==> config.mk <==
export PLATFORM = sky130hd
export DESIGN_NAME = mrc_digit_align_check
export DESIGN_NICKNAME = d
export VERILOG_FILES = /design/src/rtl/mrc_digit_align_check.sv
export SDC_FILE = /design/constraint.sdc
export NUM_CORES = 1
export LEC_CHECK = 0
export ABC_AREA = 1
export CAP_MARGIN = 20
export CORE_MARGIN = 2
export CORE_UTILIZATION = 61
export DETAILED_ROUTE_END_ITERATION = 10
export GPL_ROUTABILITY_DRIVEN = 0
export PLACE_DENSITY = 0.85
export SKIP_LAST_GASP = 1
export SYNTH_ARGS = -nofsm -noshare
export SYNTH_HDL_FRONTEND = slang
export SYNTH_SLANG_ARGS = --single-unit
==> constraint.sdc <==
create_clock -name clk -period 4.6 [get_ports clk]
set_input_delay 0.92 -clock clk [delete_from_list [all_inputs] [get_ports clk]]
set_output_delay 0.92 -clock clk [all_outputs]
set_load 0.03 [all_outputs]
==> src/rtl/mrc_digit_align_check.sv <==
// Deskews the eight MRC digit streams into one aligned word, classifies the
// word from its two redundant top digits and keeps a saturating error count.
module mrc_digit_align_check #(
    parameter int unsigned DATA_WIDTH = 18,
    parameter int unsigned STAGE_LAT  = 3,
    parameter int unsigned MOD6       = 262051,
    parameter int unsigned MOD7       = 262069,
    parameter int unsigned CNT_W      = 16
) (
    input  logic                    clk,
    input  logic                    rst_n,
    input  logic                    in_valid,
    input  logic [DATA_WIDTH-1:0]   dig_in_0,
    input  logic [DATA_WIDTH-1:0]   dig_in_1,
    input  logic [DATA_WIDTH-1:0]   dig_in_2,
    input  logic [DATA_WIDTH-1:0]   dig_in_3,
    input  logic [DATA_WIDTH-1:0]   dig_in_4,
    input  logic [DATA_WIDTH-1:0]   dig_in_5,
    input  logic [DATA_WIDTH-1:0]   dig_in_6,
    input  logic [DATA_WIDTH-1:0]   dig_in_7,
    input  logic                    cnt_clr,
    output logic                    out_valid,
    output logic [8*DATA_WIDTH-1:0] out_digits,
    output logic                    out_neg,
    output logic                    out_err,
    output logic [CNT_W-1:0]        err_count
);

    localparam int unsigned ValidDepth = 7 * STAGE_LAT;

    localparam logic [DATA_WIDTH-1:0] Mod6Val = DATA_WIDTH'(MOD6);
    localparam logic [DATA_WIDTH-1:0] Mod7Val = DATA_WIDTH'(MOD7);
    localparam logic [DATA_WIDTH-1:0] Mod6Neg = DATA_WIDTH'(MOD6 - 1);
    localparam logic [DATA_WIDTH-1:0] Mod7Neg = DATA_WIDTH'(MOD7 - 1);

    // Zero-length delay lines cannot be built; reject at elaboration.
    if (STAGE_LAT == 0) begin : g_stage_lat_check
        $error("mrc_digit_align_check: STAGE_LAT must be at least 1");
    end

    logic [DATA_WIDTH-1:0] dig_in  [8];
    logic [DATA_WIDTH-1:0] aligned [8];

    assign dig_in[0] = dig_in_0;
    assign dig_in[1] = dig_in_1;
    assign dig_in[2] = dig_in_2;
    assign dig_in[3] = dig_in_3;
    assign dig_in[4] = dig_in_4;
    assign dig_in[5] = dig_in_5;
    assign dig_in[6] = dig_in_6;
    assign dig_in[7] = dig_in_7;

    // Digit 7 arrives last, so it sets the alignment point and is not delayed.
    assign aligned[7] = dig_in[7];

    for (genvar k = 0; k < 7; k++) begin : g_dly
        localparam int unsigned Depth = (7 - k) * STAGE_LAT;

        logic [DATA_WIDTH-1:0] pipe_q [Depth];

        // Free-running shift register; shifts every cycle regardless of valid.
        always_ff @(posedge clk or negedge rst_n) begin
            if (!rst_n) begin
                for (int unsigned i = 0; i < Depth; i++) begin
                    pipe_q[i] <= '0;
                end
            end else begin
                pipe_q[0] <= dig_in[k];
                for (int unsigned i = 1; i < Depth; i++) begin
                    pipe_q[i] <= pipe_q[i-1];
                end
            end
        end

        assign aligned[k] = pipe_q[Depth-1];
    end

    logic [ValidDepth-1:0] vld_q;
    logic                  vld_aligned;

    // Valid delay line matching digit 0's skew.
    always_ff @(posedge clk or negedge rst_n) begin
        if (!rst_n) begin
            vld_q <= '0;
        end else begin
            vld_q <= {vld_q[ValidDepth-2:0], in_valid};
        end
    end

    assign vld_aligned = vld_q[ValidDepth-1];

    logic                    is_pos;
    logic                    is_neg;
    logic                    is_err;
    logic [8*DATA_WIDTH-1:0] digits_d;
    logic                    neg_d;
    logic                    err_d;

    // Classify the aligned word from its redundant digits and pack the digits.
    always_comb begin
        is_pos = (aligned[6] == '0) && (aligned[7] == '0);
        is_neg = (aligned[6] == Mod6Neg) && (aligned[7] == Mod7Neg);
        // Range checks catch upsets pushing a redundant digit past its modulus.
        is_err = !(is_pos || is_neg) || (aligned[6] >= Mod6Val) || (aligned[7] >= Mod7Val);
        neg_d  = vld_aligned && is_neg && !is_err;
        err_d  = vld_aligned && is_err;
        digits_d = '0;
        for (int unsigned k = 0; k < 8; k++) begin
            digits_d[k*DATA_WIDTH +: DATA_WIDTH] = aligned[k];
        end
    end

    logic [CNT_W-1:0] cnt_q;
    logic [CNT_W-1:0] cnt_d;

    // Clear beats increment; increment holds at all-ones.
    always_comb begin
        cnt_d = cnt_q;
        if (cnt_clr) begin
            cnt_d = '0;
        end else if (err_d && (cnt_q != '1)) begin
            cnt_d = cnt_q + 1'b1;
        end
    end

    logic                    valid_q;
    logic [8*DATA_WIDTH-1:0] digits_q;
    logic                    neg_q;
    logic                    err_q;

    // Output register and error counter, loaded every cycle.
    always_ff @(posedge clk or negedge rst_n) begin
        if (!rst_n) begin
            valid_q  <= 1'b0;
            digits_q <= '0;
            neg_q    <= 1'b0;
            err_q    <= 1'b0;
            cnt_q    <= '0;
        end else begin
            valid_q  <= vld_aligned;
            digits_q <= digits_d;
            neg_q    <= neg_d;
            err_q    <= err_d;
            cnt_q    <= cnt_d;
        end
    end

    assign out_valid  = valid_q;
    assign out_digits = digits_q;
    assign out_neg    = neg_q;
    assign out_err    = err_q;
    assign err_count  = cnt_q;

endmodule

==> flow_summary.toml, run 1 <==
[die]
dieWidth_um = 271
initial_core_util_pct = 61.8
rows = 97
dieHeight_um = 271
io_pins = 311

[logic_synthesis]
ys_seq_area_share_pct = 97.7
synth.area.top_cells = "dfrtp_1 98%, nand2_1 0.64%, nor2_1 0.48%, nand3_1 0.30%, inv_1 0.15%"
yosysTopAreaCellShare_pct = 97.7
netlist_instances = 1911
synth_seq_cells = 1696
syn_avg_cell_area_um2 = 22.7
async_reset_ff_share_pct = 100
synthMostInstantiatedCell = "dfrtp_1"
synth_common_cells = "1696 x dfrtp_1, 74 x nand2_1, 56 x nor2_1"
synth_nets = 2060
yosysWarningCount = 0
synth_edf_count = 0
syn_area_mm2 = 0.0434
synth_top_area_cell = "dfrtp_1"
ys_types = 27
synth_ff_type = "dfrtp_1"

[run_status]
error = "[ERROR DPL-0033] detailed placement checks failed during check placement."
status = "did not finish"
stop_stage = "clock tree synthesis"

[clock_network]
cts.sinks = 1696
cts_buffer_depth = 3
root_buffer = "clkbuf_16"
cts.htree.levels = 4
hold_buffers = 0
cts_buffers = 152
cts_setup_buffers = 0
cts-resized-gates = 0

[placed_design]
hpwl_um = 42500
port_buffers = 310
-- kinds of logic after synthesis --
| group | count (synthesis) | share of synthesized area [%] |
|---|---|---|
| buffers and inverters | 24 | 0.242 |
| adders and majority gates | 1 | 0.0288 |
| and+or+nand+nor | 175 | 1.79 |
| AOI/OAI and AO/OA | 9 | 0.127 |
| DFF | 1696 | 97.7 |
| xor gates and xnor gates | 6 | 0.121 |
-- per-stage QoR --
stage               instance area [um^2]  util, %  setup WS, ns  hold slack [ns]  cells
floorplan                          43400        -          2.68            0.331   1911
global placement                   48100     68.4          1.91            0.331   3187
detailed placement                 48100     68.4          1.66            0.335   3187
==> run 2: changes to the inputs <==
--- a/config.mk
+++ b/config.mk
@@ -8,10 +8,10 @@
 export ABC_AREA = 1
 export CAP_MARGIN = 20
 export CORE_MARGIN = 2
-export CORE_UTILIZATION = 61
+export CORE_UTILIZATION = 40
 export DETAILED_ROUTE_END_ITERATION = 10
 export GPL_ROUTABILITY_DRIVEN = 0
-export PLACE_DENSITY = 0.85
+export PLACE_DENSITY_LB_ADDON = 0.15
 export SKIP_LAST_GASP = 1
 export SYNTH_ARGS = -nofsm -noshare
 export SYNTH_HDL_FRONTEND = slang
==> flow_summary.toml, run 2 <==
[run_status]
status = "complete, no violations"

[final_layout]
register_area_mm2 = 0.0424
final_nets = 2576
final_cell_mix = "1696 x dfrtp_1, 309 x clkdlybuf4s50_1, 169 x clkbuf_16"
n_fill_cell = 8514
regMostFlops = "g_dly.pipe_q"
largest_reg_flops = 1386
final_area_mm2 = 0.0543
area_growth_pct = 25.1
utilization_pct = 50.6
final_common_cell = "dfrtp_1"
instances_no_fill = 3963
multi_input_area_um2 = 896
drive_gt1_share_pct = 12.3
antennaDiodeCount = 0

[job]
drv_cap = 0

[logic_synthesis]
synth_edf_count = 0
synth.area.top_cells = "dfrtp_1 98%, nand2_1 0.64%, nor2_1 0.48%, nand3_1 0.30%, inv_1 0.15%"
ys_types = 27
synth_common_cells = "1696 x dfrtp_1, 74 x nand2_1, 56 x nor2_1"
syn_avg_cell_area_um2 = 22.7
synthMostInstantiatedCell = "dfrtp_1"
yosysWarningCount = 0
synth_seq_cells = 1696
async_reset_ff_share_pct = 100
netlist_instances = 1911
syn_area_mm2 = 0.0434
synth_ff_type = "dfrtp_1"
synth_nets = 2060
ys_seq_area_share_pct = 97.7
yosysTopAreaCellShare_pct = 97.7
synth_top_area_cell = "dfrtp_1"

[routing]
via_count = 16200
dr.first_iter.drc_count = 816
drc = 0
drtAntennaViolNets = 0
wl_per_cell_um = 14.2
viasPerCell = 4.08
first_pass_iters = 5
wirelength_um = 56500

[setup_path]
rrSetupSlack_ns = 2.67
cp_num_buf_inv = 1
path_max_fanout = 7
critPathCaptureType = "primary output"
required_ns = 3.68
worstPathArrival_ns = 1.97
crit_slowest_cell = "clkdlybuf4s50_1"
critical_path.top_delay_family = "buffers and inverters"
critPathMaxStageDelay_ns = 0.74
worstSetupPathType = "reg2out"
cp_cell_sequence = "clkdlybuf4s50_1"
start_kind = "flop"

[power_and_ir_drop]
peakVddDrop_mv = 0.314
leakagePower_nw = 24.5
powerDensity_mw_per_mm2 = 550
report.power.total_mw = 29.9

[die]
dieWidth_um = 334
dieArea_mm2 = 0.111
coreArea_mm2 = 0.107
rows = 120
io_pins = 311
initial_core_util_pct = 40.5
dieHeight_um = 334

[clock_network]
tritoncts = "built"
clock_latency_ns = 0.74
cts.sinks = 1696
cts.htree.levels = 4
path_clk_slew_ns = 0.06
cts-resized-gates = 0
hold_buffers = 0
cts_buffer_depth = 3
cts_setup_buffers = 0
cts_buffers = 165
root_buffer = "clkbuf_16"

[placed_design]
place_area_mm2 = 0.0488
port_buffers = 310
hpwl_um = 31500
dp_cells = 3663
place_ws_ns = 1.67

[timing]
hold_ws_ns = 0.269
setup_viol_count_final = 0
min_period_over_period_pct = 62.8
setup_tns_ns = 0
hold_violations = 0
drv_slew = 0
fin_ws_ns = 1.71
worst_pin_slew_ns = 0.941
period_needed_ns = 2.89
max_freq_ghz = 0.346
slew_headroom_pct = 37.3
rsz0062_at_grt = "no"
fin_worst_skew_ns = 0.0237

[global_routing]
grt_max_degree = 157
grt_pass1_vias = 18300
track_usage_pct = 10.8
grt_antenna_before_repair = 3
overflow = 0
grt_pass1_wl_um = 96000

[hold_path]
hp-class = "in2async"
-- run 2: cell counts after synthesis --
No cell type changed its count.
-- run 2: area by class of cell --
type,instances,area share (%)
Sequential cell,1696,78.1
Clock buffer,245,9.03
Timing Repair Buffer,354,6.65
Tap cell,1403,3.23
Multi-Input combinational cell,191,1.65
Clock inverter,55,1.19
Inverter,19,0.131
-- run 2: path summary, 6_finish.rpt --
check	startpoint	endpoint	depth (start not counted)
setup / recovery	err_count[4]	err_count[4]	1
hold / removal	rst_n	out_digits[69]	1
setup reg to reg	err_count[0]	err_count[11]	8
hold reg to reg	g_dly[6].pipe_q[47]	g_dly[6].pipe_q[29]	0
max in group asynchronous	rst_n	out_digits[132]	2
min in group clk	g_dly[6].pipe_q[47]	g_dly[6].pipe_q[29]	0
-- run 2: where the power goes --
group	internal (mW)	total [mW]	switching (mW)	leakage [nW]
clock	7.88	13.2	5.36	2.73
sequential	15.7	15.9	0.205	19.8
combinational	0.275	0.781	0.505	1.93
-- run 2: kinds of logic (layout without fill, tap and decap cells) --
kind of cell	after synthesis	count (layout)	share of synthesized area, %
flops	1696	1696	97.7
simple gates	175	175	1.79
buf+inv	24	673	0.242
compound gates	9	9	0.127
xor+xnor	6	6	0.121
fa+ha+maj	1	1	0.0288
-- run 2: layer usage --
layer / share of wire [%] / vias to the layer above / wire [um] / global-route usage (%)
li1: - / 6993 / - / -
met1: 42 / 8501 / 23700 / 14.0
met2: 47 / 485 / 26600 / 16.3
met3: 7.6 / 168 / 4280 / 4.05
met4: 3.2 / 6 / 1830 / 5.10
met5: 0.064 / - / 36 / 0
Note: power is estimated with default switching activity, not from simulation.
==> run 3: changes to the inputs <==
==> constraint.sdc (replaced) <==
create_clock -name clk -period 3 [get_ports clk]
set_input_delay 0.6 -clock clk [delete_from_list [all_inputs] [get_ports clk]]
set_output_delay 0.6 -clock clk [all_outputs]
set_load 0.03 [all_outputs]
==> flow_summary.toml, run 3 (synthesis gave the netlist of run 2 again) <==
[run_status]
status = "complete, no violations"

[setup_path]
required_ns = 2.40
r2r_cells = 10
rrSetupSlack_ns = 1.07
crit_slowest_cell = "clkdlybuf4s50_1"
worstSetupPathType = "reg2out"
r2r-end = "err_count[14]"
cp_num_cells = 1
critPathMaxStageDelay_ns = 0.74
start_kind = "flop"
critPathCaptureType = "primary output"
cp_num_buf_inv = 1
critical_path.top_delay_family = "buffers and inverters"
cp_cell_sequence = "clkdlybuf4s50_1"
r2r_start = "err_count[0]"
path_max_fanout = 7
worstPathArrival_ns = 1.99

[routing]
wl_per_cell_um = 14.3
via_count = 16200
dr.first_iter.drc_count = 872
wirelength_um = 56800
wl_met1_um = 24300
first_pass_iters = 5
viasPerCell = 4.06
drc = 0
met2_length_um = 26400
drtAntennaViolNets = 0
routed.top_layer = "met5"
wl_met3_um = 4140

[clock_network]
cts_buffer_depth = 3
cts_buffers = 167
root_buffer = "clkbuf_16"
cts.sinks = 1696
path_clk_slew_ns = 0.06
tritoncts = "built"
cts.htree.levels = 4
clock_latency_ns = 0.75

[final_layout]
final_common_cell = "dfrtp_1"
drive_gt1_share_pct = 12.6
regMostFlops = "g_dly.pipe_q"
utilization_pct = 50.9
n_fill_cell = 8445
final_area_mm2 = 0.0547
final_cell_mix = "1696 x dfrtp_1, 309 x clkdlybuf4s50_1, 172 x clkbuf_16"
area_growth_pct = 25.9
final_nets = 2586
largest_reg_flops = 1386

[global_routing]
grt_pass1_vias = 18400
grt_max_degree = 104
grt_antenna_before_repair = 5
grt_pass1_wl_um = 96000
track_usage_pct = 10.8
overflow = 0

[die]
dieHeight_um = 334
rows = 120
initial_core_util_pct = 40.5
dieArea_mm2 = 0.111
dieWidth_um = 334
coreArea_mm2 = 0.107
io_pins = 311

[power_and_ir_drop]
peakVddDrop_mv = 0.523
leakagePower_nw = 24.6
powerDensity_mw_per_mm2 = 850

[timing]
setup_tns_ns = 0
rsz0062_at_grt = "no"
worst_pin_slew_ns = 0.676
period_needed_ns = 2.59
fin_worst_skew_ns = 0.0246
max_freq_ghz = 0.387
drv_slew = 0
setup_viol_count_final = 0
slew_headroom_pct = 55.0
hold_violations = 0
min_period_over_period_pct = 86.2

[hold_path]
hold_end = "g_dly[5].pipe_q[97]"
hp-class = "in2reg"
min_from = "dig_in_5[7]"
hold_path_depth = 1

[placed_design]
port_buffers = 310
place_area_mm2 = 0.0489
hpwl_um = 31800

[job]
drv_cap = 0
## run 3: cell type report
| cell class | instances | area, um^2 | area share [%] |
|---|---|---|---|
| diodes | 2 | 5.00 | 0.00915 |
| clock buffers | 245 | 4920 | 9.00 |
| clock inverters | 60 | 827 | 1.51 |
| inverters | 19 | 71.3 | 0.130 |
| multi-input cells | 191 | 896 | 1.64 |
| flip-flops and latches | 1696 | 42400 | 77.6 |
| well taps | 1403 | 1760 | 3.21 |
| repair buffers | 362 | 3760 | 6.88 |
## run 3: per-layer routing
| metal | global-route usage [%] | vias to the layer above |
|---|---|---|
| li1 | - | 7022 |
| met1 | 14.2 | 8478 |
| met2 | 16.1 | 482 |
| met3 | 3.84 | 169 |
| met4 | 5.38 | 8 |
| met5 | 0 | - |
## run 3: worst max-delay path by stage
stage                  from           end  slack [ns]
4_1_cts        err_count[4]  err_count[4]        0.34
6_report       err_count[4]  err_count[4]        0.41
3_5_place_dp        cnt_clr  err_count[4]        0.37
3_3_place_gp   dig_in_7[10]  err_count[2]        0.60
2_1_floorplan  err_count[0]  err_count[4]        1.26
5_1_grt        err_count[4]  err_count[4]        0.32
## run 3: stage by stage
step	setup slack [ns]	std cells	hold WS [ns]	total power, mW
6_report	0.414	3978	0.283	46.5
3_3_place_gp	0.600	3670	0.331	26.0
5_1_grt	0.323	3976	0.221	48.6
3_5_place_dp	0.367	3670	0.335	26.0
4_1_cts	0.344	3976	0.201	47.4
2_1_floorplan	1.26	1911	0.304	24.9
## run 3: timing repair
action	4_1_cts	5_1_grt
hold buffers	1	0
buffers inserted	0	0
endpoints found under the setup margin	0	0
hold endpoints to repair	45	0
gates resized for setup	0	0
## run 3: report_power, final
part	switching (mW)	internal (mW)
registers	0.313	24.0
logic	0.780	0.441
clock network	8.27	12.6
